## src/rtl/ext_int_ctrl.sv

```systemverilog
// rtl/ext_int_ctrl.sv - external interrupt gateway, priority arbiter and claim/complete handshake
// Sources are synchronised, latched into pending bits, arbitrated by priority and handed out by claim.
module ext_int_ctrl #(
    parameter int NSRC   = 8,
    parameter int PRIO_W = 3
) (
    input  logic                     clk,
    input  logic                     rst,
    input  logic [NSRC-1:0]          src_in,
    input  logic [NSRC-1:0]          edge_mode,
    input  logic [NSRC-1:0]          src_en,
    input  logic [NSRC*PRIO_W-1:0]   prio,
    input  logic [PRIO_W-1:0]        threshold,
    input  logic                     claim_req,
    output logic                     claim_ack,
    output logic [4:0]               claim_id,
    input  logic                     complete_valid,
    input  logic [4:0]               complete_id,
    output logic [NSRC-1:0]          pending,
    output logic                     irq
);

    logic [NSRC-1:0] sync1_q, sync2_q, sync3_q;
    logic [NSRC-1:0] pend_q, pend_d;
    logic [NSRC-1:0] infl_q, infl_d;
    logic [4:0]      id_q, id_d;
    logic            ack_q;
    logic [4:0]      cid_q;
    logic            irq_q;

    logic [NSRC-1:0]   trig;
    logic [NSRC-1:0]   claim_mask;
    logic [NSRC-1:0]   cmpl_mask;
    logic [4:0]        best_id;
    logic [PRIO_W-1:0] best_prio;
    logic [PRIO_W-1:0] p;

    always_comb begin
        trig       = (edge_mode & sync2_q & ~sync3_q) | (~edge_mode & sync2_q);
        claim_mask = '0;
        cmpl_mask  = '0;
        best_id    = '0;
        best_prio  = '0;
        p          = '0;
        for (int i = 0; i < NSRC; i++) begin
            claim_mask[i] = claim_req && (id_q == 5'(i + 1));
            cmpl_mask[i]  = complete_valid && (complete_id == 5'(i + 1));
            p = prio[i*PRIO_W +: PRIO_W];
            // Strict compare keeps the lowest ID on priority ties; prio 0 never beats best_prio 0.
            if (pend_q[i] && src_en[i] && (p > threshold) && (p > best_prio)) begin
                best_prio = p;
                best_id   = 5'(i + 1);
            end
        end
        // A source being claimed this cycle must not be re-pended by a same-cycle trigger.
        pend_d = (pend_q | (trig & ~infl_q)) & ~claim_mask;
        infl_d = (infl_q & ~cmpl_mask) | claim_mask;
        id_d   = (claim_req && (id_q != 5'd0)) ? 5'd0 : best_id;
    end

    always_ff @(posedge clk) begin
        if (rst) begin
            sync1_q <= '0;
            sync2_q <= '0;
            sync3_q <= '0;
            pend_q  <= '0;
            infl_q  <= '0;
            id_q    <= '0;
            ack_q   <= 1'b0;
            cid_q   <= '0;
            irq_q   <= 1'b0;
        end else begin
            sync1_q <= src_in;
            sync2_q <= sync1_q;
            sync3_q <= sync2_q;
            pend_q  <= pend_d;
            infl_q  <= infl_d;
            id_q    <= id_d;
            ack_q   <= claim_req;
            cid_q   <= claim_req ? id_q : 5'd0;
            irq_q   <= (id_d != 5'd0);
        end
    end

    assign claim_ack = ack_q;
    assign claim_id  = cid_q;
    assign pending   = pend_q;
    assign irq       = irq_q;

endmodule

```

## config.mk

```make
export PLATFORM = sky130hd
export DESIGN_NAME = ext_int_ctrl
export DESIGN_NICKNAME = d
export VERILOG_FILES = /design/src/rtl/ext_int_ctrl.sv
export SDC_FILE = /design/constraint.sdc
export NUM_CORES = 1
export LEC_CHECK = 0
export ABC_AREA = 1
export BUFFER_PORTS_ARGS = -buffer_cell sky130_fd_sc_hd__buf_2
export CORE_UTILIZATION = 54
export DETAILED_ROUTE_END_ITERATION = 7
export GPL_TIMING_DRIVEN = 1
export MAX_ROUTING_LAYER = met4
export PLACE_DENSITY_LB_ADDON = 0.05
export SLEW_MARGIN = 20
export SYNTH_ARGS = -nofsm -noshare
export SYNTH_HDL_FRONTEND = slang
export SYNTH_SLANG_ARGS = --single-unit
```

## constraint.sdc

```tcl
create_clock -name clk -period 11 [get_ports clk]
set_clock_uncertainty 0.1 [all_clocks]
set_input_delay 2.2 -clock clk [delete_from_list [all_inputs] [get_ports clk]]
set_output_delay 2.2 -clock clk [all_outputs]
set_load 0.02 [all_outputs]
```

==> impl_metrics.prom, run 1 <==
# TYPE chip_impl_metric gauge
chip_impl_metric{name="timing_hold_violations_final",unit=""} 0
chip_impl_metric{name="cts-htree-levels",unit=""} 2
chip_impl_info{name="capture_instance_of_the_worst_register_to_register_path",value="irq$_SDFF_PP0_"} 1
chip_impl_metric{name="cpPeakStageDelay",unit="ns"} 0.31
chip_impl_metric{name="timing_worst_slew_pin_value",unit="ns"} 0.8151
chip_impl_metric{name="power_leakage",unit="nW"} 1.909
chip_impl_metric{name="hpwlAfterDp",unit="µm"} 5441
chip_impl_metric{name="min_path_cells",unit=""} 2
chip_impl_metric{name="mappedNetlistNets",unit=""} 544
chip_impl_metric{name="layout_cell_share_with_drive_strength_beyond_1",unit="%"} 20.58
chip_impl_metric{name="grt-ovfl-total",unit=""} 0
chip_impl_metric{name="power.density",unit="nW/µm²"} 102.1
chip_impl_metric{name="critPathMaxFanout",unit=""} 9
chip_impl_metric{name="fin_total_pwr",unit="mW"} 0.3770
chip_impl_metric{name="clock_sinks",unit=""} 50
chip_impl_metric{name="net_count_of_the_finished_layout",unit=""} 620
chip_impl_metric{name="whs",unit="ns"} 0.3032
chip_impl_metric{name="dr.first_iter.drc_count",unit=""} 83
chip_impl_metric{name="r2r_slack",unit="ns"} 2.86
chip_impl_info{name="timing.critical_path.slowest_stage_cell",value="sky130_fd_sc_hd__ha_1"} 1
chip_impl_metric{name="number_of_max_slew_violations_in_the_final_report",unit=""} 0
chip_impl_metric{name="core_area",unit="µm²"} 5574
chip_impl_metric{name="placement_rows",unit=""} 27
chip_impl_metric{name="postSynthAreaPerCell",unit="µm²"} 7.123
chip_impl_info{name="cts_tree",value="done"} 1
chip_impl_info{name="grt_setup_unrepaired",value="false"} 1
chip_impl_metric{name="r2r.worst_path.cells",unit=""} 60
chip_impl_metric{name="via_total_after_detailed_routing",unit=""} 2946
chip_impl_metric{name="clk_pin_slew",unit="ns"} 0.08
chip_impl_metric{name="ant_nets",unit=""} 0
chip_impl_metric{name="synth-edff-count",unit=""} 0
chip_impl_metric{name="flop_and_latch_count_out_of_synthesis",unit=""} 50
chip_impl_metric{name="seq_area_frac_synth",unit="%"} 31.72
chip_impl_metric{name="maxClockFrequency",unit="GHz"} 0.09845
chip_impl_metric{name="layout-area-overhead-vs-synth",unit="%"} 16.97
chip_impl_info{name="root_buffer",value="sky130_fd_sc_hd__clkbuf_8"} 1
chip_impl_metric{name="report.final.setup_viol",unit=""} 0
chip_impl_metric{name="cp_data_required_time",unit="ns"} 11.15
chip_impl_metric{name="grt_max_degree",unit=""} 49
chip_impl_metric{name="post_route_wl",unit="µm"} 6681
chip_impl_metric{name="gpl.final_weighted_congestion",unit=""} 0.8904
chip_impl_metric{name="cts.path.max_buffers",unit=""} 2
chip_impl_info{name="postSynth.topFlopCell",value="sky130_fd_sc_hd__dfxtp_1"} 1
chip_impl_metric{name="finalSetupTns",unit="ns"} 0
chip_impl_info{name="critical_path.reg2reg.startpoint",value="pending[0]$_SDFF_PP0_"} 1
chip_impl_metric{name="drc",unit=""} 0
chip_impl_metric{name="die_area",unit="µm²"} 6154
chip_impl_metric{name="postSynth.asyncResetShare",unit="%"} 0
chip_impl_metric{name="yosysWarningCount",unit=""} 0
chip_impl_info{name="hold_class",value="reg -> reg"} 1
chip_impl_info{name="result_of_the_run",value="complete, no violations"} 1
chip_impl_metric{name="postCtsHoldBufs",unit=""} 0
chip_impl_metric{name="ys_types",unit=""} 36
chip_impl_metric{name="route.detailed.wl_per_inst",unit="µm"} 11.29
chip_impl_metric{name="die_y",unit="µm"} 78.45
chip_impl_info{name="criticalPathCategory",value="in -> reg"} 1
chip_impl_metric{name="worstSkewPairLatency",unit="ns"} 0.30
chip_impl_metric{name="max-vdd-ir-drop",unit="mV"} 0.1144
chip_impl_metric{name="n_diodes",unit=""} 0
chip_impl_metric{name="timing.final.crit_share",unit="%"} 92.34
chip_impl_metric{name="grt_pass1_wl",unit="µm"} 11560
chip_impl_metric{name="grtUsageTotal",unit="%"} 24.33
chip_impl_info{name="worst_setup_path_end_kind",value="flop"} 1
chip_impl_metric{name="vias_per_cell",unit=""} 4.976
chip_impl_metric{name="vias_in_the_first_global_route",unit=""} 2708
chip_impl_metric{name="rel_slew_slack",unit="%"} 45.66
chip_impl_metric{name="max_cap_viol_count",unit=""} 0
chip_impl_metric{name="syn-instance-count",unit=""} 443
chip_impl_info{name="holdCritStartpoint",value="sync1_q[1]$_SDFF_PP0_"} 1
chip_impl_metric{name="layout_min_cycle_time",unit="ns"} 10.16
chip_impl_metric{name="buffer_ports.inserted",unit=""} 73
chip_impl_metric{name="start_util",unit="%"} 56.61
chip_impl_metric{name="numCtsBuffers",unit=""} 5
chip_impl_info{name="dominant_cell_type_by_count_on_the_critical_path",value="sky130_fd_sc_hd__nand2_1"} 1
chip_impl_metric{name="cp_data_arrival_time",unit="ns"} 10.31
chip_impl_metric{name="synthesis.area",unit="µm²"} 3156
chip_impl_metric{name="fp.dieW",unit="µm"} 78.45
chip_impl_metric{name="firstDrtPassIters",unit=""} 5
chip_impl_info{name="critPathLaunchType",value="primary input"} 1
chip_impl_metric{name="filler_cell_count",unit=""} 555
chip_impl_metric{name="initial_antenna_violation_count",unit=""} 0
chip_impl_metric{name="top_level_ports",unit=""} 75
chip_impl_info{name="min_to",value="sync2_q[1]$_SDFF_PP0_"} 1
==> per-layer routing <==
metal  global-route usage [%]  part of all wire [%]  vias to the layer above
li1                         -                     -                     1577
met1                    28.09                    46                     1303
met2                    43.95                    50                       57
met3                    3.023                   3.1                        9
met4                    7.037                   1.3                        0
met5                        -                     0                        -
==> what timing repair did <==
action / CTS / global route
setup buffers: 0 / 0
gates resized for setup: 0 / 1
setup endpoints to repair: 0 / 3
==> power breakdown <==
| part | total, mW | internal [mW] | switching, mW |
|---|---|---|---|
| Clock | 0.106 | 0.0507 | 0.0551 |
| Combinational | 0.0803 | 0.0322 | 0.0481 |
| Sequential | 0.191 | 0.188 | 0.00328 |
| Total | 0.377 | 0.270 | 0.106 |
==> how the worst max path moves through the flow <==
stage | slack (ns) | start | to | cells past startpoint
2_1_floorplan | 1.36 | threshold[2] | irq$_SDFF_PP0_ | 59
3_3_place_gp | 0.94 | threshold[0] | irq$_SDFF_PP0_ | 59
3_5_place_dp | 0.55 | threshold[2] | irq$_SDFF_PP0_ | 58
4_1_cts | 0.85 | threshold[2] | irq$_SDFF_PP0_ | 58
5_1_grt | 0.01 | threshold[1] | irq$_SDFF_PP0_ | 61
6_report | 0.84 | threshold[2] | irq$_SDFF_PP0_ | 62
==> Yosys cell counts, types with 5 or more instances <==
master | number | share of area [%]
sky130_fd_sc_hd__a21oi_1 | 31 | 4.9
sky130_fd_sc_hd__o21ai_1 | 5 | 0.79
sky130_fd_sc_hd__o21ai_2 | 5 | 1.4
sky130_fd_sc_hd__nand2_1 | 71 | 8.4
sky130_fd_sc_hd__o21ai_0 | 14 | 2.2
sky130_fd_sc_hd__nand3_1 | 23 | 3.6
sky130_fd_sc_hd__dfxtp_1 | 50 | 32
sky130_fd_sc_hd__nor3_1 | 9 | 1.4
sky130_fd_sc_hd__inv_1 | 78 | 9.3
sky130_fd_sc_hd__clkbuf_1 | 5 | 0.59
sky130_fd_sc_hd__nor2_1 | 63 | 7.5
sky130_fd_sc_hd__ha_1 | 41 | 16
==> critical path, delay by kind of cell <==
family	cells	cell delay (ns)
AOI/OAI and AO/OA	10	1.46
and+or+nand+nor	36	3.69
buffers and inverters	8	0.67
adders and majority gates	8	2.29
==> stage by stage <==
stage               instance area, µm²  setup WS, ns  instances  utilization, %
floorplan                         3156         1.359        443               -
global placement                  3600        0.9416        584           64.58
detailed placement                3600        0.5451        584           64.58
CTS                               3691        0.8491        592           66.22
global route                      3691       0.01088        592           66.22
finish                            3691        0.8427        592           66.22
==> sequential cells by signal, indices dropped and copies added (netlist names) <==
register and flops:
claim_id 4, pending 8, claim_ack 1, id_q 4, sync2_q 8, infl_q 8
sync1_q 8, sync3_q 8, irq 1
==> cells by family after synthesis <==
kind of cell / synth area share [%]
other: 0.1188
DFF: 31.72
adders and majority gates: 16.26
AOI/OAI and AO/OA: 12.41
buffers and inverters: 10.35
and+or+nand+nor: 29.14
==> cell usage in the layout (no fill, tap or decap), types with 5 or more instances in the layout <==
| cell type | netlist | layout |
|---|---|---|
| sky130_fd_sc_hd__inv_1 | 78 | 78 |
| sky130_fd_sc_hd__a21oi_1 | 31 | 31 |
| sky130_fd_sc_hd__buf_2 | 0 | 73 |
| sky130_fd_sc_hd__o21ai_0 | 14 | 13 |
| sky130_fd_sc_hd__ha_1 | 41 | 41 |
| sky130_fd_sc_hd__clkbuf_8 | 0 | 6 |
| sky130_fd_sc_hd__nand3_1 | 23 | 23 |
| sky130_fd_sc_hd__o21ai_1 | 5 | 6 |
| sky130_fd_sc_hd__nor2_1 | 63 | 63 |
| sky130_fd_sc_hd__dfxtp_1 | 50 | 50 |
| sky130_fd_sc_hd__nand2_1 | 71 | 71 |
| sky130_fd_sc_hd__nor3_1 | 9 | 9 |
| sky130_fd_sc_hd__o21ai_2 | 5 | 5 |
==> layout make-up <==
| class | instances | area [µm²] | share of cell area (%) |
|---|---|---|---|
| multi-input cells | 307 | 1828 | 49.53 |
| well taps | 72 | 90.09 | 2.441 |
| clock inverters | 1 | 5.005 | 0.1356 |
| repair buffers | 75 | 380.4 | 10.31 |
| inverters | 80 | 300.3 | 8.136 |
| flip-flops and latches | 50 | 1001 | 27.12 |
| clock buffers | 7 | 86.33 | 2.339 |
Note: power is estimated with default switching activity, not from simulation.
==> run 2, diff against run 1 <==
--- a/config.mk
+++ b/config.mk
@@ -7,7 +7,7 @@
 export LEC_CHECK = 0
 export ABC_AREA = 1
 export BUFFER_PORTS_ARGS = -buffer_cell sky130_fd_sc_hd__buf_2
-export CORE_UTILIZATION = 54
+export CORE_UTILIZATION = 49
 export DETAILED_ROUTE_END_ITERATION = 7
 export GPL_TIMING_DRIVEN = 1
 export MAX_ROUTING_LAYER = met4
==> constraint.sdc (replaced) <==
create_clock -name clk -period 8.15 [get_ports clk]
set_clock_uncertainty 0.1 [all_clocks]
set_input_delay 0.815 -clock clk [delete_from_list [all_inputs] [get_ports clk]]
set_output_delay 0.815 -clock clk [all_outputs]
set_load 0.02 [all_outputs]
==> impl_metrics.prom, run 2 (synthesis results as in run 1) <==
# TYPE chip_impl_metric gauge
chip_impl_metric{name="n_diodes",unit=""} 0
chip_impl_metric{name="die_area",unit="µm²"} 6765
chip_impl_metric{name="postLayoutCoreUtil",unit="%"} 72.40
chip_impl_metric{name="timing.final.crit_share",unit="%"} 99.96
chip_impl_metric{name="grt_max_degree",unit=""} 49
chip_impl_metric{name="initial_antenna_violation_count",unit=""} 0
chip_impl_metric{name="cpPeakStageDelay",unit="ns"} 0.30
chip_impl_metric{name="via_total_after_detailed_routing",unit=""} 3159
chip_impl_info{name="mostFrequentLayoutCells",value="71 x sky130_fd_sc_hd__buf_2, 70 x sky130_fd_sc_hd__inv_1, 55 x sky130_fd_sc_hd__nand2_1, 55 x sky130_fd_sc_hd__nor2_1, 50 x sky130_fd_sc_hd__dfxtp_1"} 1
chip_impl_metric{name="power.density",unit="nW/µm²"} 128.4
chip_impl_metric{name="report.final.setup_viol",unit=""} 0
chip_impl_info{name="criticalPathCategory",value="in -> reg"} 1
chip_impl_metric{name="power.sequential.fraction",unit="%"} 45.7
chip_impl_metric{name="net_count_of_the_finished_layout",unit=""} 659
chip_impl_info{name="hold_class",value="reg -> reg"} 1
chip_impl_metric{name="net-switching-power",unit="mW"} 0.1579
chip_impl_metric{name="dr.first_iter.drc_count",unit=""} 84
chip_impl_metric{name="post_route_wl",unit="µm"} 7952
chip_impl_metric{name="cts-htree-levels",unit=""} 2
chip_impl_metric{name="layout-area-overhead-vs-synth",unit="%"} 39.06
chip_impl_metric{name="combPwrFrac",unit="%"} 25.0
chip_impl_metric{name="clock_sinks",unit=""} 50
chip_impl_info{name="critPathLaunchType",value="primary input"} 1
chip_impl_metric{name="critPathMaxFanout",unit=""} 8
chip_impl_metric{name="power_switching_share",unit="%"} 28.01
chip_impl_metric{name="min_path_cells",unit=""} 2
chip_impl_info{name="crit_path_end",value="irq$_SDFF_PP0_"} 1
chip_impl_metric{name="clockPowerShare",unit="%"} 29.3
chip_impl_metric{name="numCtsBuffers",unit=""} 5
chip_impl_metric{name="vias_in_the_first_global_route",unit=""} 2883
chip_impl_metric{name="max-vdd-ir-drop",unit="mV"} 0.1433
chip_impl_metric{name="postCtsHoldBufs",unit=""} 0
chip_impl_metric{name="vias_per_cell",unit=""} 4.983
chip_impl_metric{name="grt_use_met2",unit="%"} 43.64
chip_impl_metric{name="fp.dieW",unit="µm"} 82.25
chip_impl_metric{name="rel_slew_slack",unit="%"} 43.62
chip_impl_metric{name="grt_pass1_wl",unit="µm"} 12140
chip_impl_info{name="root_buffer",value="sky130_fd_sc_hd__clkbuf_8"} 1
chip_impl_info{name="layout.cells.most_common",value="sky130_fd_sc_hd__buf_2"} 1
chip_impl_info{name="result_of_the_run",value="complete, no violations"} 1
chip_impl_metric{name="clk_pin_slew",unit="ns"} 0.08
chip_impl_metric{name="power_leakage",unit="nW"} 2.145
chip_impl_metric{name="place_area",unit="µm²"} 3840
chip_impl_info{name="critical_path.reg2reg.startpoint",value="pending[0]$_SDFF_PP0_"} 1
chip_impl_metric{name="grt_util_met1",unit="%"} 27.69
chip_impl_info{name="dominant_cell_type_by_count_on_the_critical_path",value="sky130_fd_sc_hd__nand2_2"} 1
chip_impl_metric{name="placement_rows",unit=""} 28
chip_impl_metric{name="timing_hold_violations_final",unit=""} 0
chip_impl_metric{name="multi_input_comb_area",unit="µm²"} 2182
chip_impl_metric{name="ff_latch_area",unit="µm²"} 1001
chip_impl_metric{name="drc",unit=""} 0
chip_impl_metric{name="cp_data_arrival_time",unit="ns"} 8.24
chip_impl_info{name="cts_tree",value="done"} 1
chip_impl_info{name="capture_instance_of_the_worst_register_to_register_path",value="irq$_SDFF_PP0_"} 1
chip_impl_metric{name="preCtsSetupSlack",unit="ns"} -0.5282
chip_impl_metric{name="die_y",unit="µm"} 82.25
chip_impl_metric{name="layout_min_cycle_time",unit="ns"} 8.147
chip_impl_metric{name="top_level_ports",unit=""} 75
chip_impl_metric{name="start_util",unit="%"} 52.06
chip_impl_metric{name="gpl.final_weighted_congestion",unit=""} 0.9339
chip_impl_metric{name="fin_total_pwr",unit="mW"} 0.5635
chip_impl_metric{name="met3_usage_grt",unit="%"} 3.187
chip_impl_metric{name="worstSkewPairLatency",unit="ns"} 0.29
chip_impl_info{name="timing.critical_path.from",value="threshold[2]"} 1
chip_impl_metric{name="grtUsageTotal",unit="%"} 24.13
chip_impl_metric{name="layout_cell_share_with_drive_strength_beyond_1",unit="%"} 36.67
chip_impl_metric{name="r2r_slack",unit="ns"} 0.59
chip_impl_metric{name="buffer_ports.inserted",unit=""} 73
chip_impl_metric{name="route.detailed.wl_per_inst",unit="µm"} 12.54
chip_impl_info{name="grt-busiest-layer",value="met2"} 1
chip_impl_metric{name="timing_worst_slew_pin_value",unit="ns"} 0.8456
chip_impl_metric{name="cts.path.max_buffers",unit=""} 2
chip_impl_info{name="worst_setup_path_end_kind",value="flop"} 1
chip_impl_info{name="grt_setup_unrepaired",value="true"} 1
chip_impl_metric{name="hpwlAfterDp",unit="µm"} 5882
chip_impl_metric{name="ant_nets",unit=""} 0
chip_impl_metric{name="max_cap_viol_count",unit=""} 0
chip_impl_metric{name="filler_cell_count",unit=""} 478
chip_impl_metric{name="internal_power",unit="mW"} 0.4057
chip_impl_metric{name="final_area",unit="µm²"} 4388
chip_impl_metric{name="cp_data_required_time",unit="ns"} 8.24
chip_impl_metric{name="number_of_max_slew_violations_in_the_final_report",unit=""} 0
chip_impl_metric{name="firstDrtPassIters",unit=""} 4
chip_impl_metric{name="grt-ovfl-total",unit=""} 0
chip_impl_metric{name="r2r.worst_path.cells",unit=""} 59
chip_impl_metric{name="timing.final.ws_setup",unit="ns"} 0.003352
chip_impl_metric{name="core_area",unit="µm²"} 6061
chip_impl_info{name="timing.critical_path.slowest_stage_cell",value="sky130_fd_sc_hd__ha_1"} 1
chip_impl_metric{name="maxClockFrequency",unit="GHz"} 0.1228
run 2: cell types whose count changed in the layout (fill, tap and decap cells not counted), moves of 5 or more:
cell / change
sky130_fd_sc_hd__nand2_2: +11
sky130_fd_sc_hd__nand2_1: -16
sky130_fd_sc_hd__ha_1: -9
sky130_fd_sc_hd__inv_1: -8
sky130_fd_sc_hd__nand3_1: -6
sky130_fd_sc_hd__nand2_4: +5
sky130_fd_sc_hd__buf_4: +37
sky130_fd_sc_hd__inv_2: +6
sky130_fd_sc_hd__nor2_1: -8
sky130_fd_sc_hd__ha_4: +9
run 2: layout make-up:
type	instances	area share, %
Clock buffer	7	1.739
Clock inverter	1	0.6843
Inverter	80	7.015
Multi-Input combinational cell	307	49.73
Sequential cell	50	22.81
Tap cell	75	2.139
Timing Repair Buffer	114	15.88
run 2: how the worst min path moves through the flow:
stage | from | endpoint
2_1_floorplan | sync1_q[0]$_SDFF_PP0_ | sync2_q[0]$_SDFF_PP0_
3_3_place_gp | sync1_q[0]$_SDFF_PP0_ | sync2_q[0]$_SDFF_PP0_
3_5_place_dp | sync1_q[5]$_SDFF_PP0_ | sync2_q[5]$_SDFF_PP0_
4_1_cts | sync1_q[5]$_SDFF_PP0_ | sync2_q[5]$_SDFF_PP0_
5_1_grt | sync1_q[4]$_SDFF_PP0_ | sync2_q[4]$_SDFF_PP0_
6_report | sync1_q[5]$_SDFF_PP0_ | sync2_q[5]$_SDFF_PP0_
run 2: power groups by stage:
| stage | registers (mW) | logic, mW | clock network (mW) |
|---|---|---|---|
| floorplan | 0.266 | 0.0702 | 0 |
| global placement | 0.263 | 0.113 | 0 |
| detailed placement | 0.263 | 0.116 | 0 |
| CTS | 0.258 | 0.123 | 0.170 |
| global route | 0.259 | 0.158 | 0.180 |
| finish | 0.258 | 0.141 | 0.165 |
run 2: critical path: cells and delay by family:
family / cells / cell delay (ns)
fa+ha+maj: 8 / 2.26
simple gates: 36 / 3.47
buf+inv: 6 / 0.53
compound gates: 10 / 1.15
run 2: routing by layer:
| metal | wire, µm | vias up |
|---|---|---|
| met1 | 3517 | 1413 |
| li1 | - | 1665 |
| met3 | 255 | 16 |
| met4 | 153 | 0 |
| met2 | 4025 | 65 |
| met5 | 0 | - |
run 2: timing repair:
item,in CTS,in global routing
setup buffers,10,5
resized for setup,21,55
pin swaps,20,48
endpoints found under the setup margin,5,5
run 2: stage by stage:
| stage | hold WS [ns] | std cells | TNS, ns |
|---|---|---|---|
| 4_1_cts | 0.3066 | 629 | 0 |
| 5_1_grt | 0.3308 | 634 | -1.901 |
| 2_1_floorplan | 0.2883 | 443 | 0 |
| 3_5_place_dp | 0.2946 | 611 | -2.243 |
| 3_3_place_gp | 0.2888 | 611 | -0.9581 |
| 6_report | 0.3036 | 634 | 0 |
